[config.mk]
export PLATFORM = sky130hd
export DESIGN_NAME = sram2rw_port_arbiter_flat
export DESIGN_NICKNAME = d
export VERILOG_FILES = /design/src/rtl/sram2rw_ctrl_pkg.sv /design/src/rtl/sram2rw_port_arbiter_if.sv /design/src/rtl/sram2rw_rr_pick.sv /design/src/rtl/sram2rw_port_arbiter.sv /design/src/flat_wrapper.sv
export SDC_FILE = /design/constraint.sdc
export NUM_CORES = 1
export LEC_CHECK = 0
export ABC_AREA = 0
export BUFFER_PORTS_ARGS = -buffer_cell sky130_fd_sc_hd__buf_2
export CORE_AREA = 2 2 202 204
export CTS_CLUSTER_SIZE = 8
export DETAILED_ROUTE_END_ITERATION = 6
export DIE_AREA = 0 0 204 206
export PLACE_DENSITY = 0.48
export SETUP_SLACK_MARGIN = 0.05
export SLEW_MARGIN = 20
export SYNTH_ARGS = -nofsm -noshare
export SYNTH_HDL_FRONTEND = slang
export SYNTH_SLANG_ARGS = --single-unit
[constraint.sdc]
create_clock -name clock -period 7.3 [get_ports clock]
set_clock_uncertainty 0.1 [all_clocks]
set_input_delay 1.46 -clock clock [delete_from_list [all_inputs] [get_ports clock]]
set_output_delay 1.46 -clock clock [all_outputs]
set_load 0.03 [all_outputs]
[src/rtl/sram2rw_ctrl_pkg.sv]
// sram2rw_ctrl_pkg: shared widths, macro command/tag types and command update helper
package sram2rw_ctrl_pkg;
  localparam int ADDR_W = 5;
  localparam int DATA_W = 39;
  localparam int N_REQ_MAX = 8;
  localparam int IDW = $clog2(N_REQ_MAX);
  typedef struct packed {
    logic csb;
    logic web;
    logic oeb;
    logic [ADDR_W-1:0] a;
    logic [DATA_W-1:0] i;
  } sram_cmd_t;
  localparam sram_cmd_t SRAM_CMD_IDLE = '{csb: 1'b1, web: 1'b1, oeb: 1'b1, a: '0, i: '0};
  typedef struct packed {
    logic vld;
    logic [IDW-1:0] id;
  } rd_tag_t;
  // address and write data hold when idle so the macro pins do not toggle
  function automatic sram_cmd_t next_cmd(sram_cmd_t cur, logic gnt, logic we,
                                         logic [ADDR_W-1:0] a, logic [DATA_W-1:0] d);
    next_cmd = cur;
    next_cmd.csb = ~gnt;
    next_cmd.web = ~(gnt & we);
    next_cmd.oeb = ~(gnt & ~we);
    if (gnt) next_cmd.a = a;
    if (gnt && we) next_cmd.i = d;
  endfunction
endpackage

[src/rtl/sram2rw_port_arbiter_if.sv]
// sram2rw_port_arbiter_if: requester request/response bus for the port arbiter
interface sram2rw_port_arbiter_if #(parameter int N_REQ = 4);
  import sram2rw_ctrl_pkg::*;
  logic [N_REQ-1:0] req_valid;
  logic [N_REQ-1:0] req_ready;
  logic [N_REQ-1:0] req_we;
  logic [N_REQ*ADDR_W-1:0] req_addr;
  logic [N_REQ*DATA_W-1:0] req_wdata;
  logic [N_REQ-1:0] resp_valid;
  logic [N_REQ*DATA_W-1:0] resp_rdata;
  modport master (output req_valid, req_we, req_addr, req_wdata,
                  input req_ready, resp_valid, resp_rdata);
  modport slave (input req_valid, req_we, req_addr, req_wdata,
                 output req_ready, resp_valid, resp_rdata);
endinterface

[src/rtl/sram2rw_rr_pick.sv]
// sram2rw_rr_pick: round-robin find-first over unmasked requests starting at ptr
module sram2rw_rr_pick #(
  parameter int N = 4
) (
  input  logic [N-1:0]         req,
  input  logic [N-1:0]         mask,
  input  logic [$clog2(N)-1:0] ptr,
  output logic [N-1:0]         gnt,
  output logic                 vld,
  output logic [$clog2(N)-1:0] idx
);
  localparam int PW = $clog2(N);
  logic [N-1:0] cand, rot;
  int first;
  assign cand = req & ~mask;
  always_comb begin
    rot = '0;
    for (int j = 0; j < N; j++) rot[j] = cand[(int'(ptr) + j) % N];
    first = 0;
    for (int j = N - 1; j >= 0; j--) first = rot[j] ? j : first;
    vld = |rot;
    idx = PW'((int'(ptr) + first) % N);
    gnt = vld ? N'(1) << idx : '0;
  end
endmodule

[src/rtl/sram2rw_port_arbiter.sv]
// sram2rw_port_arbiter: shares a dual-port SRAM2RW32x39 macro among N_REQ requesters
module sram2rw_port_arbiter
  import sram2rw_ctrl_pkg::*;
#(
  parameter int N_REQ = 4
) (
  input  logic              clock,
  input  logic              reset_n,
  sram2rw_port_arbiter_if.slave bus,
  output logic              sram_csb1,
  output logic              sram_web1,
  output logic              sram_oeb1,
  output logic [ADDR_W-1:0] sram_a1,
  output logic [DATA_W-1:0] sram_i1,
  input  logic [DATA_W-1:0] sram_o1,
  output logic              sram_csb2,
  output logic              sram_web2,
  output logic              sram_oeb2,
  output logic [ADDR_W-1:0] sram_a2,
  output logic [DATA_W-1:0] sram_i2,
  input  logic [DATA_W-1:0] sram_o2
);
  localparam int PW = $clog2(N_REQ);
  logic [PW-1:0] rr_ptr, idx1, idx2, last;
  logic [N_REQ-1:0] gnt1, gnt2, conflict;
  logic v1, v2, we1, we2;
  logic [ADDR_W-1:0] a1;
  sram_cmd_t cmd1, cmd2;
  rd_tag_t t1_p1, t1_p2, t2_p1, t2_p2;
  assign a1 = bus.req_addr[idx1*ADDR_W +: ADDR_W];
  assign we1 = bus.req_we[idx1];
  assign we2 = bus.req_we[idx2];
  // two reads of one word may share a cycle; anything involving a write may not
  for (genvar g = 0; g < N_REQ; g++) begin : g_conf
    assign conflict[g] = (bus.req_addr[g*ADDR_W +: ADDR_W] == a1) && (bus.req_we[g] || we1);
  end
  sram2rw_rr_pick #(.N(N_REQ)) u_pick1 (
    .req(bus.req_valid), .mask('0), .ptr(rr_ptr), .gnt(gnt1), .vld(v1), .idx(idx1)
  );
  sram2rw_rr_pick #(.N(N_REQ)) u_pick2 (
    .req(bus.req_valid), .mask(gnt1 | conflict), .ptr(rr_ptr), .gnt(gnt2), .vld(v2), .idx(idx2)
  );
  assign bus.req_ready = gnt1 | gnt2;
  assign last = v2 ? idx2 : idx1;
  always_ff @(posedge clock or negedge reset_n) begin
    if (!reset_n) begin
      rr_ptr <= '0;
      cmd1 <= SRAM_CMD_IDLE;
      cmd2 <= SRAM_CMD_IDLE;
      t1_p1 <= '0;
      t1_p2 <= '0;
      t2_p1 <= '0;
      t2_p2 <= '0;
    end else begin
      if (v1) rr_ptr <= (int'(last) == N_REQ - 1) ? '0 : last + 1'b1;
      cmd1 <= next_cmd(cmd1, v1, we1, a1, bus.req_wdata[idx1*DATA_W +: DATA_W]);
      cmd2 <= next_cmd(cmd2, v2, we2, bus.req_addr[idx2*ADDR_W +: ADDR_W],
                       bus.req_wdata[idx2*DATA_W +: DATA_W]);
      t1_p1 <= '{vld: v1 & ~we1, id: IDW'(idx1)};
      t1_p2 <= '{vld: v2 & ~we2, id: IDW'(idx2)};
      t2_p1 <= t1_p1;
      t2_p2 <= t1_p2;
    end
  end
  assign {sram_csb1, sram_web1, sram_oeb1, sram_a1, sram_i1} = cmd1;
  assign {sram_csb2, sram_web2, sram_oeb2, sram_a2, sram_i2} = cmd2;
  // a requester owns at most one port per cycle, so the two hits are exclusive
  for (genvar g = 0; g < N_REQ; g++) begin : g_resp
    logic h1, h2;
    assign h1 = t2_p1.vld && (t2_p1.id == IDW'(g));
    assign h2 = t2_p2.vld && (t2_p2.id == IDW'(g));
    assign bus.resp_valid[g] = h1 | h2;
    assign bus.resp_rdata[g*DATA_W +: DATA_W] = h1 ? sram_o1 : sram_o2;
  end
endmodule
[src/flat_wrapper.sv]
// flat-port wrapper written by rule: the top's interface ports become plain ports
module sram2rw_port_arbiter_flat import sram2rw_ctrl_pkg::*;
#(
  parameter int N_REQ = 4
)
  (clock, reset_n, sram_csb1, sram_web1, sram_oeb1, sram_a1, sram_i1, sram_o1, sram_csb2, sram_web2, sram_oeb2, sram_a2, sram_i2, sram_o2, bus_req_valid, bus_req_we, bus_req_addr, bus_req_wdata, bus_req_ready, bus_resp_valid, bus_resp_rdata);
  sram2rw_port_arbiter_if #(.N_REQ(N_REQ)) bus_i ();
  input  logic clock;
  input  logic reset_n;
  output logic sram_csb1;
  output logic sram_web1;
  output logic sram_oeb1;
  output logic [ADDR_W-1:0] sram_a1;
  output logic [DATA_W-1:0] sram_i1;
  input  logic [DATA_W-1:0] sram_o1;
  output logic sram_csb2;
  output logic sram_web2;
  output logic sram_oeb2;
  output logic [ADDR_W-1:0] sram_a2;
  output logic [DATA_W-1:0] sram_i2;
  input  logic [DATA_W-1:0] sram_o2;
  input wire logic [$bits(bus_i.req_valid)-1:0] bus_req_valid;
  input wire logic [$bits(bus_i.req_we)-1:0] bus_req_we;
  input wire logic [$bits(bus_i.req_addr)-1:0] bus_req_addr;
  input wire logic [$bits(bus_i.req_wdata)-1:0] bus_req_wdata;
  output wire logic [$bits(bus_i.req_ready)-1:0] bus_req_ready;
  output wire logic [$bits(bus_i.resp_valid)-1:0] bus_resp_valid;
  output wire logic [$bits(bus_i.resp_rdata)-1:0] bus_resp_rdata;
  assign bus_i.req_valid = bus_req_valid;
  assign bus_i.req_we = bus_req_we;
  assign bus_i.req_addr = bus_req_addr;
  assign bus_i.req_wdata = bus_req_wdata;
  assign bus_req_ready = bus_i.req_ready;
  assign bus_resp_valid = bus_i.resp_valid;
  assign bus_resp_rdata = bus_i.resp_rdata;
  sram2rw_port_arbiter #(.N_REQ(N_REQ)) u_core (.clock(clock), .reset_n(reset_n), .bus(bus_i), .sram_csb1(sram_csb1), .sram_web1(sram_web1), .sram_oeb1(sram_oeb1), .sram_a1(sram_a1), .sram_i1(sram_i1), .sram_o1(sram_o1), .sram_csb2(sram_csb2), .sram_web2(sram_web2), .sram_oeb2(sram_oeb2), .sram_a2(sram_a2), .sram_i2(sram_i2), .sram_o2(sram_o2));
endmodule
Word-level counts from Yosys, hierarchy flattened

Index checks and enable logic that the tools add are counted.
Widths: inputs -> output; s select.

$lt $le $gt $ge: 6
Bitwise logic cells: 23
Reductions and logical operators: 25
Add/sub/neg operators: 6
Multiplexer cells: 42
Equal/unequal tests: 11
Shifts and indexed selects: 6
Multipliers: 4

Operators with widths:

| cell                | count |
|---|---|
| $shiftx 156x9->39   | 2 |
| $mux 39             | 4 |
| $shiftx 20x6->5     | 2 |
| $bmux 1 s2          | 10 |
| $eq 5x5->1          | 4 |
| $mux 2              | 10 |
| $mul 2x6->8 const B | 2 |
| $mux 1              | 16 |
| $logic_and 1x1->1   | 14 |
| $lt 3x4->1 const B  | 3 |
| $mul 2x3->5 const B | 2 |
| $lt 2x3->1 const B  | 3 |
| $eq 2x2->1 const B  | 4 |
| $mux 4              | 2 |
| $not 1->1           | 8 |
| $or 4x4->4          | 2 |
| $reduce_or 4->1     | 2 |
| $shl 1x2->4 const A | 2 |
| $eq 2x1->1 const B  | 3 |
| $logic_not 3->1     | 2 |
| $reduce_or 2->1     | 3 |
| $add 2x1->2 const B | 2 |
| $add 2x2->2         | 2 |
| $add 2x2->2 const B | 2 |
| other kinds (6)     | 17 |

Word-level logic and storage cells: 142
Output and inout bits: 258
Bits of input ports: 264
Register bits after elaboration: 108

Logic depth before layout (Yosys ltp)

Gate-level depths: netlist of run 1.

Depth in word-level cells: 31
Gate-level depth with buffers: 27
Depth with buffers taken out: 23

Hierarchy

From an unflattened synthesis of run 1, not the netlist that was laid out.

Cells, all modules: 713
Area, all modules: 9646.8 µm²

Modules (own cells, without submodules):

| module               | seq. area each (µm²) | instances | cells each | area each (µm²) |
|---|---|---|---|---|
| sram2rw_port_arbiter | 2710.1               | 1         | 629        | 8958.6 |
| sram2rw_rr_pick      | 0.0                  | 2         | 42         | 344.1 |

Worst setup path before layout of run 1

OpenSTA, ideal clock, no wires.

Path kind: input to output
Start point: input port bus_req_valid[1]
End point: output port bus_req_ready[3]
Arrival: 5.930 ns
Data required time: 5.740 ns
Path buffers: 3
Cell stages on the path: 21
Setup slack: -0.190 ns
Cell sequence: buf_6 > inv_1 > o21ai_0 > a21oi_1 > a21oi_1 > a21oi_1 > ha_1 > xnor2_1 > o21a_2 > nor3_1 > a31o_1 > o41a_1 > o311ai_2 > nor3_1 > nor2_1 > o2111ai_1 > ha_1 > buf_6 > buf_1 > nand2_1 > o22ai_1

Longest elaborated chain between the ends: 26
Elaborated cells on any way between the ends: 58
Those cells by class: add/sub: 2; mul: 1; eq/ne: 4; shift: 3; mux: 34; bitwise: 4; reduce/logical: 10

RTL lines:

| what                                           | line                                                   | RTL |
|---|---|---|
| from (decl)                                    | flat_wrapper.sv:22                                     | `input wire logic [$bits(bus_i.req_valid)-1:0] bus_req_valid;` |
| $bmux 1 s2                                     | sram2rw_rr_pick.sv:18                                  | `for (int j = 0; j < N; j++) rot[j] = cand[(int'(ptr) + j) % N];` |
| $mux 1 (not written as such) (2 in a row)      | sram2rw_rr_pick.sv:18                                  |  |
| $mux 2 (4 in a row)                            | sram2rw_rr_pick.sv:20                                  | `for (int j = N - 1; j >= 0; j--) first = rot[j] ? j : first;` |
| $add 2x2->2                                    | sram2rw_rr_pick.sv:22                                  | `idx = PW'((int'(ptr) + first) % N);` |
| $mul 2x3->5 or $bmux 1 s2 (tied branches)      | sram2rw_port_arbiter.sv:30, sram2rw_port_arbiter.sv:31 |  |
| $shiftx 20x6->5 or $mux 1 (tied branches)      | sram2rw_port_arbiter.sv:30, sram2rw_port_arbiter.sv:31 |  |
| $eq 5x5->1 or $logic_or 1x1->1 (tied branches) | sram2rw_port_arbiter.sv:35                             | `assign conflict[g] = (bus.req_addr[g*ADDR_W +: ADDR_W] == a1) && (bus.req_we[g] \|\| we1);` |
| $logic_and 1x1->1                              | sram2rw_port_arbiter.sv:35                             |  |
| [4 not listed]                                 | -                                                      |  |
| $mux 1 (not written as such) (2 in a row)      | sram2rw_rr_pick.sv:18                                  |  |
| $mux 2 (3 in a row)                            | sram2rw_rr_pick.sv:20                                  |  |
| $mux 2 *                                       | sram2rw_rr_pick.sv:20                                  |  |
| $add 2x2->2 *                                  | sram2rw_rr_pick.sv:22                                  |  |
| named net u_core.idx2[0]                       | sram2rw_port_arbiter.sv:24                             | `logic [PW-1:0] rr_ptr, idx1, idx2, last;` |
| $shl 1x2->4 *                                  | sram2rw_rr_pick.sv:23                                  | `gnt = vld ? N'(1) << idx : '0;` |
| $mux 4 *                                       | sram2rw_rr_pick.sv:23                                  |  |
| $or 4x4->4 *                                   | sram2rw_port_arbiter.sv:43                             | `assign bus.req_ready = gnt1 \| gnt2;` |
| to (decl)                                      | flat_wrapper.sv:26                                     | `output wire logic [$bits(bus_i.req_ready)-1:0] bus_req_ready;` |

Mark *: on every way through the listed nets, which the timed path passes. The rest lies on a longest branch. The select of a mux whose other input is x is not followed.

Final worst setup path of run 1

Start point: input port bus_req_valid[1]
End point: output port bus_req_ready[3]

Longest elaborated chain between the ends: 26
Elaborated cells on any way between the ends: 58
Those cells by class: add/sub: 2; mul: 1; eq/ne: 4; shift: 3; mux: 34; bitwise: 4; reduce/logical: 10

RTL lines:

| what                                           | line                                                   | RTL |
|---|---|---|
| $bmux 1 s2                                     | sram2rw_rr_pick.sv:18                                  |  |
| $mux 1 (not written as such) (2 in a row)      | sram2rw_rr_pick.sv:18                                  |  |
| $mux 2 (4 in a row)                            | sram2rw_rr_pick.sv:20                                  |  |
| $add 2x2->2                                    | sram2rw_rr_pick.sv:22                                  |  |
| $mul 2x3->5 or $bmux 1 s2 (tied branches)      | sram2rw_port_arbiter.sv:30, sram2rw_port_arbiter.sv:31 |  |
| $shiftx 20x6->5 or $mux 1 (tied branches)      | sram2rw_port_arbiter.sv:30, sram2rw_port_arbiter.sv:31 |  |
| $eq 5x5->1 or $logic_or 1x1->1 (tied branches) | sram2rw_port_arbiter.sv:35                             |  |
| $logic_and 1x1->1                              | sram2rw_port_arbiter.sv:35                             |  |
| [2 not listed]                                 | -                                                      |  |
| $and 4x4->4                                    | sram2rw_rr_pick.sv:15                                  | `assign cand = req & ~mask;` |
| $bmux 1 s2                                     | sram2rw_rr_pick.sv:18                                  |  |
| $mux 1 (not written as such) (2 in a row)      | sram2rw_rr_pick.sv:18                                  |  |
| $mux 2 (4 in a row)                            | sram2rw_rr_pick.sv:20                                  |  |
| $add 2x2->2                                    | sram2rw_rr_pick.sv:22                                  |  |
| $shl 1x2->4                                    | sram2rw_rr_pick.sv:23                                  |  |
| $mux 4                                         | sram2rw_rr_pick.sv:23                                  |  |
| $or 4x4->4 *                                   | sram2rw_port_arbiter.sv:43                             |  |

Every way passes the cells marked *; elsewhere a longest branch is shown, timed or not. The select of a mux whose other input is x is not followed.

==> results of run 1 <==
## worst max path at each step
stage	startpoint	endpoint	slack, ns	cells after the start
detailed placement	bus_req_valid[3]	bus_req_ready[1]	-0.23	22
global placement	bus_req_valid[3]	bus_req_ready[1]	-0.08	22
global route	bus_req_valid[1]	bus_req_ready[1]	-0.02	22
floorplan	bus_req_valid[1]	bus_req_ready[0]	0.11	22
finish	bus_req_valid[1]	bus_req_ready[3]	0.19	20
CTS	bus_req_valid[3]	bus_req_ready[3]	0.06	22
## worst max-delay path, stage by stage
cell	delay [ns]
buf_4	0.13
buf_4	0.16
or4b_4	0.53
a41oi_4	0.36
nor3_4	0.08
buf_12	0.14
nor2_8	0.13
inv_4	0.05
a31o_1	0.21
o41a_1	0.44
o311ai_4	0.39
nand4_1	0.18
o2111ai_2	0.18
ha_4	0.22
xor2_4	0.19
a21oi_4	0.06
nor2_4	0.26
buf_6	0.14
o22ai_4	0.06
buf_6	0.17
## per-stage QoR
step	instance area [um2]	setup slack, ns	setup TNS [ns]	hold slack [ns]
after floorplan	9842	0.1135	0	0.2312
after global placement	13110	-0.08435	-0.1180	0.2335
after detailed placement	13110	-0.2341	-0.6623	0.2347
after CTS	13580	0.05850	0	0.2528
after global routing	13830	-0.01761	-0.01803	0.2543
final	13830	0.1874	0	0.2502
## final cells by class
type,instances,area (um2)
multi-input combinational,574,6799
clock buffer,11,252.7
antenna,8,20.02
clock inverter,5,88.84
sequential,108,2710
fill,4085,26350
inverter,31,123.9
tap,532,665.6
timing repair buffer,586,3174
## synthesized netlist by cell type (4+ instances only)
| cell type | count |
|---|---|
| clkbuf_1 | 22 |
| xnor2_1 | 9 |
| clkbuf_8 | 5 |
| nand4_1 | 5 |
| a21oi_1 | 17 |
| inv_1 | 27 |
| o221ai_1 | 5 |
| buf_6 | 8 |
| mux4_2 | 56 |
| o2111ai_1 | 4 |
| buf_12 | 4 |
| o21ai_0 | 21 |
| mux2i_1 | 4 |
| a211oi_1 | 5 |
| buf_1 | 18 |
| nor2_1 | 14 |
| mux2_2 | 195 |
| nand2_1 | 28 |
| o211ai_1 | 9 |
| nor3_1 | 18 |
| nand2b_1 | 12 |
| o221a_1 | 4 |
| mux4_1 | 25 |
| dfrtp_1 | 102 |
| o22ai_1 | 6 |
| xor2_1 | 7 |
| mux2_4 | 39 |
| nand3_1 | 14 |
| dfstp_2 | 6 |
| nor4_1 | 7 |
## flip-flops by register name, indices dropped and copies added, names as in the netlist
register	flops
u_core.sram_i2	39
u_core.rr_ptr	2
u_core.sram_csb2	1
u_core.t1_p2	3
u_core.t1_p1	3
u_core.sram_oeb1	1
u_core.sram_i1	39
u_core.sram_a1	5
u_core.sram_a2	5
u_core.t2_p1	3
u_core.sram_web2	1
u_core.sram_web1	1
u_core.sram_oeb2	1
u_core.sram_csb1	1
u_core.t2_p2	3
## logic make-up (layout without fill, tap and decap cells)
kind of cell / Yosys count / in the layout
simple gates: 123 / 123
mux: 319 / 319
compound gates: 114 / 114
xor+xnor: 16 / 16
fa+ha+maj: 2 / 2
other cells: 0 / 8
buf+inv: 95 / 633
flops: 108 / 108
## per-layer routing
| metal | track usage | routed length (um) |
|---|---|---|
| met1 | 0.2358 | 17220 |
| met2 | 0.3253 | 21170 |
| met3 | 0.04336 | 3001 |
| met4 | 0.07971 | 1426 |
| met5 | 0 | 40 |
## repair_timing
item                                    CTS  global route
setup buffers                             3             5
gates resized for setup                  15            48
cloned                                    0             0
endpoints found under the setup margin    4             4
pin swaps                                 6            21
## cell usage in the layout (no fill, tap or decap), types with 3 or more instances in the layout
cell and count:
nand2_1 26, mux2_4 39, mux4_1 25, o21ai_2 4, inv_1 27, nor3_1 16, clkbuf_16 9, a21oi_1 13
o221a_1 4, mux2_2 195, buf_4 62, o2111ai_1 3, o22ai_1 5, inv_6 3, mux2i_1 4, o21ai_1 5
a211oi_1 3, nand4_1 5, nor4_1 6, nand2b_1 12, a21oi_2 4, o221ai_1 5, a31oi_1 3, mux4_2 56
buf_2 513, nand3_1 12, o211ai_1 9, buf_6 9, diode_2 8, o21ai_0 17, dfstp_2 6, xor2_1 6
dfrtp_1 102, xnor2_1 7, nor2_1 12
==> summary.txt, run 1 <==
Floorplanning
  – CORE AREA: about 40000 um2
  – Initial Utilization: 0.2447
  – Area of the die: 42020 um2
  – Standard-cell rows: 74
  – DIE WIDTH: 204 um
  – DIE HEIGHT: 206 um
  – Count of boundary I/O pins: 522

Yosys
  – Multiplexer fraction of the synthesized cell area: 0.4819
  – Largest area contributor in the netlist: dfrtp_1
  – Number of warnings reported in the yosys synthesis log: 0
  – Number of enable-type register cells in the synthesized netlist: 0
  – Post-synth design cell area: 9834 um2
  – Compound-gate portion of the synthesized area: 0.09109
  – Basic-gate share of the synthesized area counting and, or, nand and nor cells: 0.07226
  – Most common flop cell mapped by yosys: dfrtp_1
  – Share of the synthesized area in the top cell type: 0.2595
  – Post-synthesis cell count: 777
  – Synthesized area per cell: 12.66 um2
  – Number of library cell types mapped by synthesis: just under 90
  – Register bit count reported by yosys: 108
  – Post-synthesis xor/xnor area fraction: 0.01425
  – Synth Net Count: 1043
  – Async set-reset flop share out of synthesis: 1.000
  – Top cells by area in the synthesized netlist: dfrtp_1 26%, mux2_2 22%, mux4_2 13%, mux4_1 6.7%, mux2_4 6.0%
  – Synthesized-area fraction occupied by adder cells: 0.002545
  – Register area share after synthesis: 0.2756
  – Largest family of logic cells by synthesized area: multiplexers

Clocking
  – Reg clk slew, reported paths: ~0.070 ns
  – Clock Sink Count: around 110
  – Clk Latency, worst-skew pair: 0.35 ns
  – CTS HTree Levels: 3
  – Number of buffers inserted for hold repair after clock tree synthesis: 0
  – Clock root cell: clkbuf_16
  – Clock buffer count from CTS: 9
  – Number of buffers on the longest clock path: 2
  – Clock tree from TritonCTS: done

STA
  – Final period util: 0.9743
  – Worst slew pin tran: roughly 1.0 ns
  – Max Slew Vio Count: 0
  – Peak clock frequency supported by timing: around 0.14 GHz
  – Final count of negative-setup-slack endpoints: 0
  – Worst relative slew slack: 0.3033
  – Number of hold-slack violations in the final timing report: 0
  – Unrepaired setup endpoints after global routing: yes
  – Final Critical Period: 7.113 ns

Critical path
  – Type of element launching the critical path: primary input
  – Worst Path Max Fanout: 7
  – CP arrival: about 5.6 ns
  – Critical path data required time: 5.74 ns
  – Flop-to-flop setup slack: 1.44 ns
  – Type of the worst setup path: primary input to primary output
  – Kind of end point of the critical path: primary output
  – Beginning of the worst register-to-register path: u_core.rr_ptr[1]
  – Cells on worst reg2reg path: 23
  – Worst R2R End: u_core.sram_i2[8]

Global routing
  – Wire length of the first global-routing pass: 60790 um
  – Overflow left after global routing: 0
  – Largest net degree at the start of global routing: 59
  – Vias in the first global route: 9248
  – Total GRT Usage: 0.1921
  – Number of antenna violations at the first check in global routing: 12

Layout
  – Post-layout utilization of the core: 0.3443
  – Area growth from synthesis to final layout: 40.67%
  – Post-layout net count: 1576
  – Fraction of final layout cells with drive strength greater than 1: 0.7316
  – Post-route non-filler standard cell count: 1855

Min path
  – Cells on Worst Hold Path: 0
  – Hold path startpoint: u_core.t1_p1[0]
  – Class of the tightest hold or removal check: flip-flop to flip-flop
  – Worst hold path endpoint: u_core.t2_p1[0]

Placement
  – Cells after DPL: 1823
  – Global placement routability congestion: 0.9313
  – Port Buffer Count: approximately 520
  – Total half-perimeter wirelength after legalization and detailed placement: 33490 um

Detailed routing
  – First-pass iteration count of the detailed router: 5
  – Post-route antenna net violation count: 0
  – First-iteration detailed-routing DRC count: 550
  – Total vias in the final route: 9260
  – Average routed wire per standard cell: 23.11 um
  – Post-detailed-routing wire length: 42860 um
  – Routed via count divided by cell count: 4.992
  – Remaining routing DRC violations: 0

Run
  – Max-capacitance violation count: 0

Run status
  – Result of the run: finished, final reports clean
Power of run 1 is left out: the tool's default activity adds up to more than one toggle a clock period on the data nets, which glitch-free logic cannot reach.
==> run 2, diff against run 1 <==
- CORE_AREA: 2 2 202 204 -> 2 2 206 208
- DIE_AREA: 0 0 204 206 -> 0 0 208 210
- PLACE_DENSITY: 0.48 -> 0.46
- SYNTH_HIERARCHICAL: unset -> 1
==> summary.txt, run 2 <==
Critical path
  – Kind of end point of the critical path: primary output
  – CP arrival: approximately 5.7 ns
  – Beginning of the worst register-to-register path: u_core/rr_ptr[0]
  – Crit-path slowest cell: o41ai_2
  – Type of the worst setup path: primary input to primary output
  – Critical path data required time: about 5.7 ns
  – Worst path buffer plus inverter count: 5
  – Type of element launching the critical path: primary input
  – Worst Path Max Fanout: 7
  – Timing startpoint of the critical path: bus_req_valid[2]
  – Delay of the slowest cell on the worst path: 0.39 ns
  – Cell seen most often among critical-path stages: buf_6
  – Top cell family by delay on the critical path: compound AO/OA/AOI/OAI gates

Min path
  – Hold path startpoint: u_core/t1_p2[1]
  – Class of the tightest hold or removal check: flip-flop to flip-flop

Global routing
  – Vias in the first global route: 8851
  – Wire length of the first global-routing pass: 61230 um
  – Number of antenna violations at the first check in global routing: 25
  – GRT met2 Usage: 0.3292
  – Met1 Track Usage GR: 0.2154
  – Busiest layer in global routing: met2
  – Overflow left after global routing: 0
  – Largest net degree at the start of global routing: 58
  – Total GRT Usage: 0.1886
  – Met3 Resource Use GR: 0.04365

STA
  – Number of hold-slack violations in the final timing report: 0
  – Post-layout worst setup margin: 0.04963 ns
  – Final Critical Period: 7.250 ns
  – Final period util: 0.9932
  – Max Slew Vio Count: 0
  – Unrepaired setup endpoints after global routing: yes
  – Worst slew pin tran: 0.9289 ns
  – Final count of negative-setup-slack endpoints: 0
  – Peak clock frequency supported by timing: about 0.14 GHz
  – Worst relative slew slack: 0.3807

Yosys
  – Async set-reset flop share out of synthesis: 1.000
  – Top post-synthesis cells by count: 174 x mux2_2, 102 x dfrtp_1, 66 x mux4_2
  – Most common flop cell mapped by yosys: dfrtp_1
  – Post-synth design cell area: 9647 um2
  – Number of warnings reported in the yosys synthesis log: 6
  – Post-synthesis cell count: 713
  – Number of enable-type register cells in the synthesized netlist: 0
  – Share of the synthesized area in the top cell type: 0.2646
  – Register area share after synthesis: 0.2809
  – Largest area contributor in the netlist: dfrtp_1
  – Synthesized area per cell: roughly 14 um2
  – Number of library cell types mapped by synthesis: 61
  – Top cells by area in the synthesized netlist: dfrtp_1 26%, mux2_2 20%, mux4_2 15%, mux2_4 6.1%, mux4_1 5.4%
  – Register bit count reported by yosys: 108
  – Leading cell type by number of instances after synthesis: mux2_2

Detailed routing
  – Total vias in the final route: 8703
  – Post-route antenna net violation count: 0
  – First-iteration detailed-routing DRC count: 418
  – Remaining routing DRC violations: 0
  – Post-detailed-routing wire length: 42640 um
  – First-pass iteration count of the detailed router: 4
  – Routed via count divided by cell count: 4.798
  – Average routed wire per standard cell: 23.51 um

Layout
  – Top library cells by usage in the layout, fill and taps aside: 516 x buf_2, 174 x mux2_2, 102 x dfrtp_1, 66 x mux4_2, 64 x buf_4
  – Post-layout net count: 1522
  – Leading cell type in the layout, fill and taps excluded: buf_2
  – Fraction of final layout cells with drive strength greater than 1: 0.7494
  – Area growth from synthesis to final layout: 42.53%

Clocking
  – Number of buffers on the longest clock path: 2
  – Clk Latency, worst-skew pair: around 0.37 ns
  – CTS HTree Levels: 3
  – Clock buffer count from CTS: 9
  – Reg clk slew, reported paths: 0.09 ns
  – Number of buffers inserted for hold repair after clock tree synthesis: 0
  – Clock tree from TritonCTS: done
  – Clock root cell: clkbuf_16
  – Clock Sink Count: 108

Placement
  – Total half-perimeter wirelength after legalization and detailed placement: 34140 um
  – Pre-CTS worst setup slack: -0.3365 ns
  – Global placement routability congestion: 0.8468
  – Port Buffer Count: 521

Floorplanning
  – DIE WIDTH: between 200 and 250 um
  – Area of the die: 43680 um2
  – Standard-cell rows: 75
  – DIE HEIGHT: 210 um
  – Count of boundary I/O pins: 522
  – Initial Utilization: 0.2326
  – CORE AREA: 41480 um2

Run
  – Max-capacitance violation count: 0

Run status
  – Result of the run: finished, final reports clean
-- run 2: what timing repair did --
| item | 4_1_cts | 5_1_grt |
|---|---|---|
| gates cloned | 1 | 0 |
| setup endpoints to repair | 4 | 4 |
| endpoints found under the hold margin | 0 | 0 |
| pin swaps | 4 | 15 |
| resized for setup | 20 | 44 |
| buffers inserted | 1 | 8 |
-- run 2: logic make-up after synthesis --
group	share of synthesized area
AO/OA/AOI/OAI	0.04384
XOR/XNOR	0.03632
buffers and inverters	0.04942
other	0.0003887
AND/OR/NAND/NOR	0.04501
flip-flops	0.2809
multiplexers	0.5415
adder cells (fa/ha/maj)	0.002594
-- run 2: cell type report --
class	instances	area [um2]
Antenna cell	14	35.03
Clock buffer	9	225.2
Clock inverter	7	92.59
Fill cell	4244	27730
Inverter	9	33.78
Multi-Input combinational cell	535	6735
Sequential cell	108	2710
Tap cell	539	674.4
Timing Repair Buffer	593	3243
-- run 2: through the flow --
stage,util,setup TNS [ns],area [um2],hold WS (ns),std cells
2_1_floorplan,-,0,9669,0.2312,719
3_3_place_gp,0.3147,-8.053,13050,0.2327,1774
3_5_place_dp,0.3147,-10.11,13050,0.2358,1774
4_1_cts,0.3249,0,13480,0.2459,1792
5_1_grt,0.3314,-0.4225,13750,0.2435,1813
6_report,0.3315,0,13750,0.2430,1814
-- run 2: worst register-to-register path, delay by kind of cell, from the launching register on --
family,cells,cell delay [ns]
compound gates,6,1.23
xor+xnor,3,0.53
fa+ha+maj,2,0.53
buf+inv,5,1.65
flops,1,0.50
mux,3,1.10
simple gates,3,0.29
-- run 2: per-layer routing --
metal / part of all wire / vias to the layer above
li1: - / 3887
met1: 0.37 / 4337
met2: 0.52 / 383
met3: 0.063 / 90
met4: 0.046 / 6
met5: 0.00080 / -
-- run 2: final timing paths --
| kind | end | slack, ns | cells after the start |
|---|---|---|---|
| worst max-delay path | bus_req_ready[1] | 0.05 | 25 |
| worst min-delay path | u_core/t2_p2[1] | 0.24 | 0 |
| worst max register to register | u_core/sram_i2[24] | 1.26 | 22 |
| worst min register to register | u_core/t2_p2[1] | 0.24 | 0 |
| max in group asynchronous | u_core/sram_i2[37] | 4.69 | 2 |
| min in group asynchronous | u_core/sram_i1[22] | 1.03 | 1 |
Power of run 2 is left out for the same reason.
